<file path="src/rtl/cpu_checker_pkg.sv">
// cpu_checker_pkg: shared parser state encoding, format codes and field-length limits
package cpu_checker_pkg;
    typedef enum logic [3:0] {
        IDLE, TIME, PC, COLON_SP, GRF, ADDR, SP_PRE, EQ, SP_POST, DATA, SP_END, ACCEPT
    } state_t;
    localparam logic [1:0] FMT_NONE = 2'd0;
    localparam logic [1:0] FMT_REG  = 2'd1;
    localparam logic [1:0] FMT_MEM  = 2'd2;
    localparam logic [3:0] DEC_MAX  = 4'd4;
    localparam logic [3:0] HEX_LEN  = 4'd8;
endpackage

</file>
<file path="src/rtl/cpu_checker_char_class.sv">
// cpu_checker_char_class: combinational ASCII classification for the line parser.
// Uppercase A-F count as hex only when CPU_CHECKER_UPPER_HEX_EN is defined.
module cpu_checker_char_class (
    input  logic [7:0] ch,
    output logic       is_dec,
    output logic       is_hex,
    output logic       is_space
);
    logic is_lower_hex;
    assign is_dec       = (ch >= "0") && (ch <= "9");
    assign is_lower_hex = (ch >= "a") && (ch <= "f");
    assign is_space     = (ch == 8'h20);
`ifdef CPU_CHECKER_UPPER_HEX_EN
    assign is_hex = is_dec || is_lower_hex || ((ch >= "A") && (ch <= "F"));
`else
    assign is_hex = is_dec || is_lower_hex;
`endif
endmodule

</file>
<file path="src/rtl/cpu_checker1.sv">
// cpu_checker1: streaming parser for CPU trace lines; flags register writes (1)
// and memory writes (2) for one cycle after the terminating '#'.
module cpu_checker1
    import cpu_checker_pkg::*;
(
    input  logic       clk,
    input  logic       reset,
    input  logic [7:0] char,
    output logic [1:0] format_type
);
    state_t     state_q, state_d;
    logic [3:0] cnt_q, cnt_d;
    logic       mem_q, mem_d;
    logic [1:0] fmt_q, fmt_d;
    logic       is_dec, is_hex, is_space;

    cpu_checker_char_class u_class (
        .ch       (char),
        .is_dec   (is_dec),
        .is_hex   (is_hex),
        .is_space (is_space)
    );

    // Every field counts digits in cnt; any unmatched character falls back to IDLE.
    always_comb begin
        state_d = IDLE;
        cnt_d   = 4'd0;
        mem_d   = mem_q;
        if (char == "^") begin
            state_d = TIME;
        end else begin
            case (state_q)
                TIME: begin
                    if (is_dec && cnt_q < DEC_MAX) begin
                        state_d = TIME;
                        cnt_d   = cnt_q + 4'd1;
                    end else if (char == "@" && cnt_q != 4'd0) begin
                        state_d = PC;
                    end
                end
                PC: begin
                    if (is_hex && cnt_q < HEX_LEN) begin
                        state_d = PC;
                        cnt_d   = cnt_q + 4'd1;
                    end else if (char == ":" && cnt_q == HEX_LEN) begin
                        state_d = COLON_SP;
                    end
                end
                COLON_SP: begin
                    if (is_space) begin
                        state_d = COLON_SP;
                    end else if (char == "$") begin
                        state_d = GRF;
                        mem_d   = 1'b0;
                    end else if (char == "*") begin
                        state_d = ADDR;
                        mem_d   = 1'b1;
                    end
                end
                GRF: begin
                    if (is_dec && cnt_q < DEC_MAX) begin
                        state_d = GRF;
                        cnt_d   = cnt_q + 4'd1;
                    end else if (cnt_q != 4'd0) begin
                        state_d = is_space ? SP_PRE : (char == "<") ? EQ : IDLE;
                    end
                end
                ADDR: begin
                    if (is_hex && cnt_q < HEX_LEN) begin
                        state_d = ADDR;
                        cnt_d   = cnt_q + 4'd1;
                    end else if (cnt_q == HEX_LEN) begin
                        state_d = is_space ? SP_PRE : (char == "<") ? EQ : IDLE;
                    end
                end
                SP_PRE:  state_d = is_space ? SP_PRE : (char == "<") ? EQ : IDLE;
                EQ:      state_d = (char == "=") ? SP_POST : IDLE;
                SP_POST: begin
                    if (is_space) begin
                        state_d = SP_POST;
                    end else if (is_hex) begin
                        state_d = DATA;
                        cnt_d   = 4'd1;
                    end
                end
                DATA: begin
                    if (is_hex && cnt_q < HEX_LEN) begin
                        state_d = DATA;
                        cnt_d   = cnt_q + 4'd1;
                    end else if (cnt_q == HEX_LEN) begin
                        state_d = is_space ? SP_END : (char == "#") ? ACCEPT : IDLE;
                    end
                end
                SP_END:  state_d = is_space ? SP_END : (char == "#") ? ACCEPT : IDLE;
                default: state_d = IDLE;
            endcase
        end
        fmt_d = (state_d == ACCEPT) ? (mem_q ? FMT_MEM : FMT_REG) : FMT_NONE;
    end

    always_ff @(posedge clk) begin
        if (!reset) begin
            state_q <= IDLE;
            cnt_q   <= 4'd0;
            mem_q   <= 1'b0;
            fmt_q   <= FMT_NONE;
        end else begin
            state_q <= state_d;
            cnt_q   <= cnt_d;
            mem_q   <= mem_d;
            fmt_q   <= fmt_d;
        end
    end

    assign format_type = fmt_q;
endmodule

</file>
<file path="config.mk">
export PLATFORM = sky130hd
export DESIGN_NAME = cpu_checker1
export DESIGN_NICKNAME = d
export VERILOG_FILES = /design/src/rtl/cpu_checker_pkg.sv /design/src/rtl/cpu_checker_char_class.sv /design/src/rtl/cpu_checker1.sv
export SDC_FILE = /design/constraint.sdc
export NUM_CORES = 1
export LEC_CHECK = 0
export ABC_AREA = 0
export BUFFER_PORTS_ARGS = -buffer_cell sky130_fd_sc_hd__buf_2
export CAP_MARGIN = 10
export CORE_ASPECT_RATIO = 1.25
export CORE_MARGIN = 4
export CORE_UTILIZATION = 41
export DETAILED_ROUTE_END_ITERATION = 8
export PLACE_DENSITY = 0.65
export SETUP_SLACK_MARGIN = 0.4
export SYNTH_ARGS = -nofsm -noshare
export SYNTH_HDL_FRONTEND = slang
export SYNTH_SLANG_ARGS = --single-unit
</file>
<file path="constraint.sdc">
create_clock -name clk -period 1.97 [get_ports clk]
set_input_delay 0.2955 -clock clk [delete_from_list [all_inputs] [get_ports clk]]
set_output_delay 0.2955 -clock clk [all_outputs]
set_load 0.02 [all_outputs]
</file>
Word-level counts from Yosys, hierarchy flattened
Cells that the tools add are included.

Register bits: 11. Input port bits: 10.

$add $sub $neg: 1. Magnitude comparators: 6. Equality and inequality tests: 21. Mux-type cells: 30. Bitwise operators: 3. Reduce and logical (&&, ||, !) cells: 14.

Operators with widths (count): $eq 8x6->1 const B (7); $mux 4 (10); $pmux 4 s10 (1); $mux 3 (9); $eq 4x4->1 const B (5); $eq 4x3->1 const B (4); $eq 8x7->1 const B (2); $pmux 4 s3 (1); $mux 2 (5); $eq 4x2->1 const B (2); $ge 8x6->1 const B (1); $ge 8x7->1 const B (1); $le 8x6->1 const B (1); $le 8x7->1 const B (1); $logic_and 1x1->1 (6); $add 4x1->4 const B (1); $eq 4x1->1 const B (1); $lt 4x3->1 const B (1); $lt 4x4->1 const B (1); $mux 1 (4); $reduce_and 4->1 (1); $reduce_bool 4->1 (1); $reduce_or 2->1 (2); $not 1->1 (3); other kinds (4) (4).

Logic depth before layout (Yosys ltp)
Gate-level depths: netlist of the first run.

Depth after elaboration: 9. Gate-level depth with buffers: 7. Gate-level depth less buffers: 7.

Cells and area by module
Synthesis of the first run repeated with hierarchy kept, for this count alone.

Cell total of the unflattened synthesis: 137. Area, all modules: 1052.3 µm².

Modules (own cells, without submodules): cpu_checker1 (instances 1, cells each 126, area each 980.9 µm²); cpu_checker_char_class (instances 1, cells each 11, area each 71.3 µm²).

Worst setup path before layout of the first run
Ideal clock, no wire load.

Path type: register -> register. Start: register cnt_q[0]. End: register state_q[0]. Arrival: 1.575 ns. Required time: 1.825 ns. Slack: 0.250 ns. Cell stages (with the launch flop): 8. Buffers on the path: 0. Period minus slack after synthesis: 1.720 ns. Cell sequence: dfxtp_1 inv_1 ha_1 nor3b_1 mux2i_1 nor2_1 nor4_2 a21boi_0.

Word-level cells in the longest chain between the ends: 6.

RTL lines: start, declared (RTL line cpu_checker1.sv:12) `logic [3:0] cnt_q, cnt_d;`; start signal, assigned (RTL line cpu_checker1.sv:109) `cnt_q <= cnt_d;`; branches (longest 4 deep; another with $lt 4x4->1); $pmux 4 s10 * (RTL line cpu_checker1.sv:32) `case (state_q)`; $mux 4 * (RTL line cpu_checker1.sv:29) `if (char == "^") begin`; end signal, assigned (RTL line cpu_checker1.sv:108) `state_q <= state_d;`; end, declared (RTL line cpu_checker1.sv:11) `state_t state_q, state_d;`.

Mark *: on every way between the ends. A chain may end at the register's enable or synchronous reset.

Worst setup path after layout of the first run
Start: register cnt_q[0]. End: register fmt_q[0], in the netlist format_type[0].

Word-level cells in the longest chain between the ends: 8.

RTL lines: branches (longest 4 deep; another with $lt 4x4->1); $pmux 4 s10 * (RTL line cpu_checker1.sv:32); $mux 4 * (RTL line cpu_checker1.sv:29); $eq 4x4->1 * (RTL line cpu_checker1.sv:98) `fmt_d = (state_d == ACCEPT) ? (mem_q ? FMT_MEM : FMT_REG) : FMT_NONE;`; $reduce_and 2->1 (no source line) *; end signal, assigned (RTL line cpu_checker1.sv:111) `fmt_q <= fmt_d;`; end, declared (RTL line cpu_checker1.sv:14) `logic [1:0] fmt_q, fmt_d;`.

Marked as above.

==> impl_metrics.env, run 1 <==
export IMPL_status="complete, no violations"
export IMPL_wl_per_cell_um=16.5
export IMPL_grt_total_usage=0.190
export IMPL_port_buffers=11
export IMPL_cts_root_buf="clkbuf_4"
export IMPL_busiest_layer="met2"
export IMPL_ys_ff_latch=11
export IMPL_drt_total_wl_um=2990
export IMPL_fillers=238
export IMPL_avgSynthCellArea_um2=8.11
export IMPL_fp_row_count=20
export IMPL_synth_edf_count=0
export IMPL_drc=0
export IMPL_cp_slowest_cell="dfxtp_2"
export IMPL_fmax_ghz=0.586
export IMPL_setup_viol=0
export IMPL_final_min_clock_period_ps=1710
export IMPL_hold_viol_final=0
export IMPL_instances_no_fill=181
export IMPL_n_antenna_cell=0
export IMPL_clk_latency_ps=280
export IMPL_fp_dieH_um=64.3
export IMPL_p_per_area_mw_per_mm2=310
export IMPL_synth_cells=128
export IMPL_gr_total_overflow=0
export IMPL_async_flop_share=0
export IMPL_maxSlewHeadroom=0.717
export IMPL_pwr_share_seq=0.498
export IMPL_grt_pass1_vias=1032
export IMPL_worst_pin_slew_ps=423
export IMPL_die_area_mm2=0.00341
export IMPL_place_congestion=0.904
export IMPL_cts_buffer_depth=2
export IMPL_met2_usage=0.339
export IMPL_yosys_area_top_type="dfxtp_1"
export IMPL_hold_class="in2reg"
export IMPL_cts_sinks=11
export IMPL_p_comb_frac=0.133
export IMPL_tritoncts="yes"
export IMPL_synth_top_area_share=0.212
export IMPL_setup_tns_ps=0
export IMPL_internal_power_mw=0.320
export IMPL_required_ps=2120
export IMPL_io_pins=12
export IMPL_power_switching_mw=0.121
export IMPL_clk_pin_slew_worst_paths_ps=80
export IMPL_grtUsageMet3=0.0373
export IMPL_grt_start_max_net_pins=13
export IMPL_ir_drop_mv=0.309
export IMPL_synth_distinct_cells=48
export IMPL_dp_hpwl_um=2220
export IMPL_syn_nets=140
export IMPL_whs_ps=296
export IMPL_cts_max_level=1
export IMPL_path_class="reg2reg"
export IMPL_cap_violations=0
export IMPL_dp_cells=172
export IMPL_rsz0062_at_grt="true"
export IMPL_path_cells="inv_2 -> ha_4 -> nor3b_4 -> mux2i_4 -> o32ai_2 -> nor4_4 -> a2111oi_2"
export IMPL_antenna_left=0
export IMPL_skew_ps=7.21
export IMPL_seqCellArea_um2=235
export IMPL_swShare=0.275
export IMPL_dr_total_vias=1104
export IMPL_antenna_found_initial=0
export IMPL_endpoint_kind="register"
export IMPL_cts_buffers=3
export IMPL_multiInputGateArea_um2=953
export IMPL_grt_pass1_wl_um=4820
export IMPL_die_x_um=53.0
export IMPL_r2r_cells=7
export IMPL_syn_to_final_growth_pct=36.7
export IMPL_leakage_nw=0.492
export IMPL_synth_area_mm2=0.00104
export IMPL_first_iter_violations=17
export IMPL_start_util=0.428
export IMPL_cp_arrival_ps=1850
export IMPL_first_pass_iters=4
export IMPL_p_total_mw=0.441
export IMPL_seq_area_frac_synth=0.212
export IMPL_p_clk_frac=0.370
export IMPL_ys_flop_type="dfxtp_1"
export IMPL_layout_drive_gt1_share=0.514
export IMPL_fin_crit_sh=0.867
export IMPL_critPathMaxFanout=3
export IMPL_max_stage_delay_ps=330
export IMPL_slew_viol_final=0
export IMPL_nets=161
export IMPL_ys_top_cells_by_area="dfxtp_1 (21%), nor3_1 (4.3%), a2111oi_2 (4.3%)"
export IMPL_critPathLaunchType="register"
export IMPL_via_per_inst=6.10
export IMPL_ys_warn_count=0
export IMPL_core_area_mm2=0.00243
export IMPL_whs_path_depth=2
export IMPL_grt_use_met1=0.225
[worst max-delay path, delay by kind of cell (launching register included)]
family          cells  cell delay, ps
fa+ha+maj           1             130
simple gates        2             510
flops               1             330
compound gates      2             210
buf+inv             1              60
mux                 1             320
[final cells by class]
type | instances | area share
Inverter | 7 | 0.0185
Timing Repair Buffer | 21 | 0.0969
Tap cell | 33 | 0.0291
Clock buffer | 4 | 0.0185
Sequential cell | 11 | 0.166
Multi-Input combinational cell | 105 | 0.671
[flip-flops by register name, indices dropped and copies added, names as in the netlist]
name	count
format_type	2
mem_q	1
state_q	4
cnt_q	4
[per-stage QoR]
step / area (µm²) / setup slack, ps / util
2_1_floorplan: 1100 / 368 / -
3_3_place_gp: 1200 / 39.1 / 0.496
3_5_place_dp: 1200 / 44.4 / 0.496
4_1_cts: 1350 / 205 / 0.557
5_1_grt: 1420 / 170 / 0.585
6_report: 1420 / 263 / 0.585
[cells by family (layout without fill, tap and decap cells)]
family	after synthesis	in the layout	synth area share
XOR/XNOR	2	2	0.0169
flip-flops	11	11	0.212
adder cells (fa/ha/maj)	2	2	0.0241
multiplexers	2	2	0.0193
buffers and inverters	12	32	0.0494
AO/OA/AOI/OAI	26	26	0.233
AND/OR/NAND/NOR	73	73	0.446
[final timing paths]
path                 start             end  slack (ps)
setup reg to reg  cnt_q[0]  format_type[0]         260
setup / recovery  cnt_q[0]  format_type[0]         260
hold / removal       reset      state_q[0]         300
hold reg to reg      mem_q  format_type[0]         460
[timing repair]
| item | in CTS | in global routing |
|---|---|---|
| setup endpoints to repair | 11 | 11 |
| cloned | 0 | 0 |
| pin swaps | 6 | 8 |
| buffers inserted | 4 | 1 |
| hold buffers | 0 | 0 |
| gates resized for setup | 23 | 17 |
| hold endpoints to repair | 0 | 0 |
[power groups by stage]
stage	combinational [mW]	sequential, mW	clock, mW
finish	0.0584	0.219	0.163
global route	0.0640	0.219	0.172
CTS	0.0567	0.221	0.159
detailed placement	0.0540	0.227	0
global placement	0.0529	0.227	0
floorplan	0.0338	0.227	0
[cell usage in the layout, fill, tap and decap left out, types with 2 or more instances in the layout]
cell and instances:
nor3b_4 2, dfxtp_4 2, nor2b_4 3, nor4_2 2, nand4_1 5, nor3_2 3, o21ai_1 2, dfxtp_2 6
nand3_2 2, nor2_1 10, nand2_1 6, o211ai_1 2, nand2_2 2, clkbuf_4 3, nand2b_1 2, xnor2_1 2
nand3_1 4, nand3b_1 2, a2111oi_2 3, dfxtp_1 3, a211oi_2 2, inv_1 5, nor4_4 2, buf_6 2
buf_4 8, buf_2 11, nor2b_2 2, inv_2 2, o31ai_1 2, o21ai_0 3, nor3_1 6
[metal layers]
metal | wire (µm) | vias up
met1 | 1230 | 537
met4 | 73 | 0
met3 | 117 | 10
li1 | - | 527
met2 | 1570 | 30
met5 | 0 | -
[cell usage after synthesis (all sizes together) (3+ instances only)]
cell / instances
a2111oi: 4
a211oi: 3
buf: 5
dfxtp: 11
inv: 7
nand2: 8
nand3: 6
nand4: 5
nor2: 12
nor2b: 6
nor3: 9
nor3b: 3
nor4: 4
o21ai: 5
o31ai: 3
or2: 3
No activity file was read; power rests on OpenSTA's default activity.
==> inputs of run 2 (changes only) <==
- CTS_CLUSTER_DIAMETER: not set -> 100
- PLACE_DENSITY: 0.65 -> not set
==> impl_metrics.env, run 2 (synthesized netlist as in run 1, its figures left out) <==
export IMPL_leakage_nw=0.502
export IMPL_die_x_um=53.0
export IMPL_layout_drive_gt1_share=0.530
export IMPL_status="complete, no violations"
export IMPL_cts_root_buf="clkbuf_4"
export IMPL_cts_buffer_depth=2
export IMPL_cts_buffers=3
export IMPL_n_antenna_cell=0
export IMPL_core_area_mm2=0.00243
export IMPL_hold_buffers=0
export IMPL_port_buffers=11
export IMPL_fin_util=0.600
export IMPL_syn_to_final_growth_pct=40.2
export IMPL_r2r_cells=8
export IMPL_tritoncts="yes"
export IMPL_die_area_mm2=0.00341
export IMPL_via_per_inst=6.08
export IMPL_place_ws_ps=-18.2
export IMPL_cts_sinks=11
export IMPL_wl_per_cell_um=17.0
export IMPL_grt_start_max_net_pins=13
export IMPL_fmax_ghz=0.562
export IMPL_slew_viol_final=0
export IMPL_final_min_clock_period_ps=1780
export IMPL_worst_pin_slew_ps=538
export IMPL_worstReg2RegStart="cnt_q[1]"
export IMPL_dp_hpwl_um=2390
export IMPL_setup_viol=0
export IMPL_worst_slack_ps=192
export IMPL_endpoint_kind="register"
export IMPL_critPathLaunchType="register"
export IMPL_holdPathEnd="state_q[0]"
export IMPL_cp_arrival_ps=1920
export IMPL_gr_total_overflow=0
export IMPL_p_per_area_mw_per_mm2=298
export IMPL_clk_pin_slew_worst_paths_ps=70
export IMPL_fin_crit_sh=0.903
export IMPL_fp_row_count=20
export IMPL_whs_path_depth=2
export IMPL_antenna_found_initial=0
export IMPL_critPathMaxFanout=3
export IMPL_first_iter_violations=39
export IMPL_grt_total_usage=0.198
export IMPL_hold_class="in2reg"
export IMPL_grt_pass1_vias=1074
export IMPL_drt_total_wl_um=3140
export IMPL_cap_violations=0
export IMPL_reg2reg_slack_ps=190
export IMPL_place_congestion=0.994
export IMPL_dr_total_vias=1119
export IMPL_cts_max_level=1
export IMPL_drc=0
export IMPL_clk_latency_ps=270
export IMPL_antenna_left=0
export IMPL_start_util=0.428
export IMPL_hold_start="reset"
export IMPL_final_cell_mix="buf_2 (11), buf_4 (11), nor2_1 (10), nand2_1 (7)"
export IMPL_path_class="reg2reg"
export IMPL_maxSlewHeadroom=0.640
export IMPL_skew_ps=0.533
export IMPL_io_pins=12
export IMPL_ir_drop_mv=0.343
export IMPL_required_ps=2110
export IMPL_fp_dieH_um=64.3
export IMPL_nets=164
export IMPL_worst_r2r_endpoint="format_type[1]"
export IMPL_hold_viol_final=0
export IMPL_grt_pass1_wl_um=4930
export IMPL_first_pass_iters=4
export IMPL_rsz0062_at_grt="true"
-- run 2: how the worst max path moves through the flow --
| stage | slack [ps] | endpoint | startpoint |
|---|---|---|---|
| 2_1_floorplan | 370 | format_type[0] | char[5] |
| 3_3_place_gp | 6 | state_q[2] | char[0] |
| 3_5_place_dp | -20 | format_type[0] | char[2] |
| 4_1_cts | 210 | format_type[0] | cnt_q[1] |
| 5_1_grt | 110 | format_type[0] | state_q[2] |
| 6_report | 190 | format_type[1] | cnt_q[1] |
-- run 2: per-layer routing --
layer | routed length, µm | GRT usage | vias to the layer above
met5 | 0 | 0 | -
met4 | 78 | 0.0703 | 0
met3 | 94 | 0.0420 | 8
met2 | 1760 | 0.368 | 26
met1 | 1200 | 0.209 | 543
li1 | - | - | 542
-- run 2: worst max-delay path: stages (launching register included) --
cell and delay (ps):
dfxtp_2 320, inv_2 60, ha_4 130, nor3b_4 200, mux2i_2 330, buf_4 170, o32ai_2 70, nor4_4 280
a2111oi_2 90
-- run 2: power breakdown --
group          internal (mW)  leakage (nW)  switching [mW]
combinational         0.0208         0.395          0.0369
clock                 0.0785        0.0150          0.0791
sequential             0.219        0.0928       0.0000513
total                  0.319         0.502           0.116
-- run 2: what timing repair did --
| item | CTS | global route |
|---|---|---|
| gates resized for setup | 28 | 10 |
| endpoints found under the setup margin | 11 | 11 |
| buffers inserted | 6 | 1 |
| pin swaps | 10 | 10 |
-- run 2: per-stage QoR --
stage | setup TNS [ps] | std cells | cell area (µm²) | power [mW] | hold slack [ps]
floorplan | 0 | 128 | 1100 | 0.261 | 424
global placement | 0 | 173 | 1210 | 0.279 | 461
detailed placement | -33.1 | 173 | 1210 | 0.280 | 479
CTS | 0 | 183 | 1400 | 0.437 | 303
global route | 0 | 184 | 1460 | 0.458 | 311
finish | 0 | 184 | 1460 | 0.435 | 314
-- run 2: layout make-up --
class / instances / area, µm²
Clock buffer: 4 / 26.3
Sequential cell: 11 / 234
Inverter: 7 / 26.3
Fill cell: 230 / 971
Tap cell: 33 / 41.3
Multi-Input combinational cell: 105 / 968
Timing Repair Buffer: 24 / 160
==> inputs of run 3 (changes only) <==
- clock period: 1.97 -> 1.5 ns (I/O delays scaled with it)
==> impl_metrics.env, run 3 (synthesized netlist as in run 1, its figures left out) <==
export IMPL_status="finished, violations left"
export IMPL_violations="setup timing"
export IMPL_worst_r2r_endpoint="format_type[1]"
export IMPL_final_area_mm2=0.00177
export IMPL_gr_total_overflow=0
export IMPL_p_clk_frac=0.339
export IMPL_grt_start_max_net_pins=10
export IMPL_grt_pass1_wl_um=5620
export IMPL_place_ws_ps=-402
export IMPL_cts_buffers=3
export IMPL_drt_total_wl_um=3570
export IMPL_clk_pin_slew_worst_paths_ps=70
export IMPL_worst_pin_slew_ps=396
export IMPL_place_congestion=0.963
export IMPL_worst_slack_ps=-345
export IMPL_skew_ps=6.35
export IMPL_grt_pass1_vias=1234
export IMPL_pwr_share_seq=0.481
export IMPL_dp_hpwl_um=2740
export IMPL_setup_tns_ps=-1870
export IMPL_clk_latency_ps=270
export IMPL_final_min_clock_period_ps=1850
export IMPL_power_switching_mw=0.156
export IMPL_fillers=201
export IMPL_final_common_cell="buf_4"
export IMPL_crit_end="format_type[1]"
export IMPL_dp_cells=211
export IMPL_fmax_ghz=0.542
export IMPL_cts_root_buf="clkbuf_4"
export IMPL_cp_arrival_ps=1980
export IMPL_fin_crit_sh=1.23
export IMPL_nets=200
export IMPL_p_per_area_mw_per_mm2=339
export IMPL_required_ps=1630
export IMPL_fin_util=0.728
export IMPL_cts_buffer_depth=2
export IMPL_final_cell_mix="buf_4 (45), nor2_1 (11), buf_2 (11), nand2_1 (7)"
export IMPL_first_pass_iters=6
export IMPL_endpoint_kind="register"
export IMPL_fp_dieH_um=64.3
export IMPL_instances_no_fill=220
export IMPL_cts_max_level=1
export IMPL_cap_violations=0
export IMPL_cts_sinks=11
export IMPL_syn_to_final_growth_pct=70.1
export IMPL_tritoncts="yes"
export IMPL_die_area_mm2=0.00341
export IMPL_critPathMaxFanout=3
export IMPL_die_x_um=53.0
export IMPL_r2r_cells=7
export IMPL_antenna_found_initial=0
export IMPL_hold_class="in2reg"
export IMPL_start_util=0.428
export IMPL_rsz0062_at_grt="true"
export IMPL_fp_row_count=20
export IMPL_io_pins=12
export IMPL_wl_per_cell_um=16.2
export IMPL_hold_viol_final=0
export IMPL_layout_drive_gt1_share=0.626
export IMPL_whs_ps=260
export IMPL_maxSlewHeadroom=0.735
export IMPL_crit_start="cnt_q[1]"
export IMPL_leakage_nw=0.690
export IMPL_p_total_mw=0.599
export IMPL_setup_viol=11
export IMPL_dr_total_vias=1266
export IMPL_slew_viol_final=0
export IMPL_critPathLaunchType="register"
export IMPL_ir_drop_mv=0.431
export IMPL_worstReg2RegStart="cnt_q[1]"
export IMPL_n_antenna_cell=0
export IMPL_internal_power_mw=0.443
export IMPL_core_area_mm2=0.00243
export IMPL_port_buffers=11
export IMPL_antenna_left=0
export IMPL_p_comb_frac=0.180
export IMPL_grt_total_usage=0.222
export IMPL_first_iter_violations=40
export IMPL_placed_cell_area_mm2=0.00154
export IMPL_drc=0
export IMPL_reg2reg_slack_ps=-350
export IMPL_swShare=0.260
export IMPL_path_class="reg2reg"
export IMPL_via_per_inst=5.75
## run 3: worst min path at each step
stage | slack [ps] | from | depth (start not counted) | to
finish | 260 | reset | 2 | mem_q
global route | 260 | reset | 2 | state_q[0]
CTS | 250 | reset | 2 | mem_q
detailed placement | 460 | mem_q | 1 | format_type[0]
global placement | 460 | mem_q | 1 | format_type[0]
floorplan | 350 | reset | 1 | mem_q
## run 3: area by class of cell
| cell class | count | area (µm²) | share of cell area |
|---|---|---|---|
| clock buffer | 4 | 26.3 | 0.0149 |
| sequential | 11 | 234 | 0.132 |
| inverter | 7 | 26.3 | 0.0149 |
| tap | 33 | 41.3 | 0.0234 |
| timing repair buffer | 60 | 447 | 0.253 |
| multi-input combinational | 105 | 992 | 0.562 |
## run 3: what timing repair did
| action | in CTS | in global routing |
|---|---|---|
| buffers inserted | 3 | 2 |
| hold buffers | 0 | 0 |
| resized for setup | 15 | 23 |
| pin swaps | 3 | 7 |
| endpoints found under the setup margin | 11 | 11 |
## run 3: layer usage
| layer | vias up | wire length (µm) | GRT usage | part of all wire |
|---|---|---|---|---|
| met1 | 611 | 1390 | 0.256 | 0.39 |
| li1 | 612 | - | - | - |
| met3 | 15 | 114 | 0.0466 | 0.032 |
| met5 | - | 0 | 0 | 0 |
| met2 | 28 | 1890 | 0.376 | 0.53 |
| met4 | 0 | 172 | 0.109 | 0.048 |
## run 3: power groups by stage
stage / Sequential (mW) / Combinational (mW) / Clock [mW]
2_1_floorplan: 0.299 / 0.0432 / 0
3_3_place_gp: 0.299 / 0.101 / 0
3_5_place_dp: 0.299 / 0.103 / 0
4_1_cts: 0.292 / 0.105 / 0.210
5_1_grt: 0.288 / 0.116 / 0.228
6_report: 0.288 / 0.108 / 0.203
## run 3: worst max-delay path, stage by stage (launching register included)
cell	delay, ps
dfxtp_2	330
inv_2	60
ha_4	140
nor3b_4	200
mux2i_2	340
nor2_1	130
nor4_4	380
a2111oi_2	130
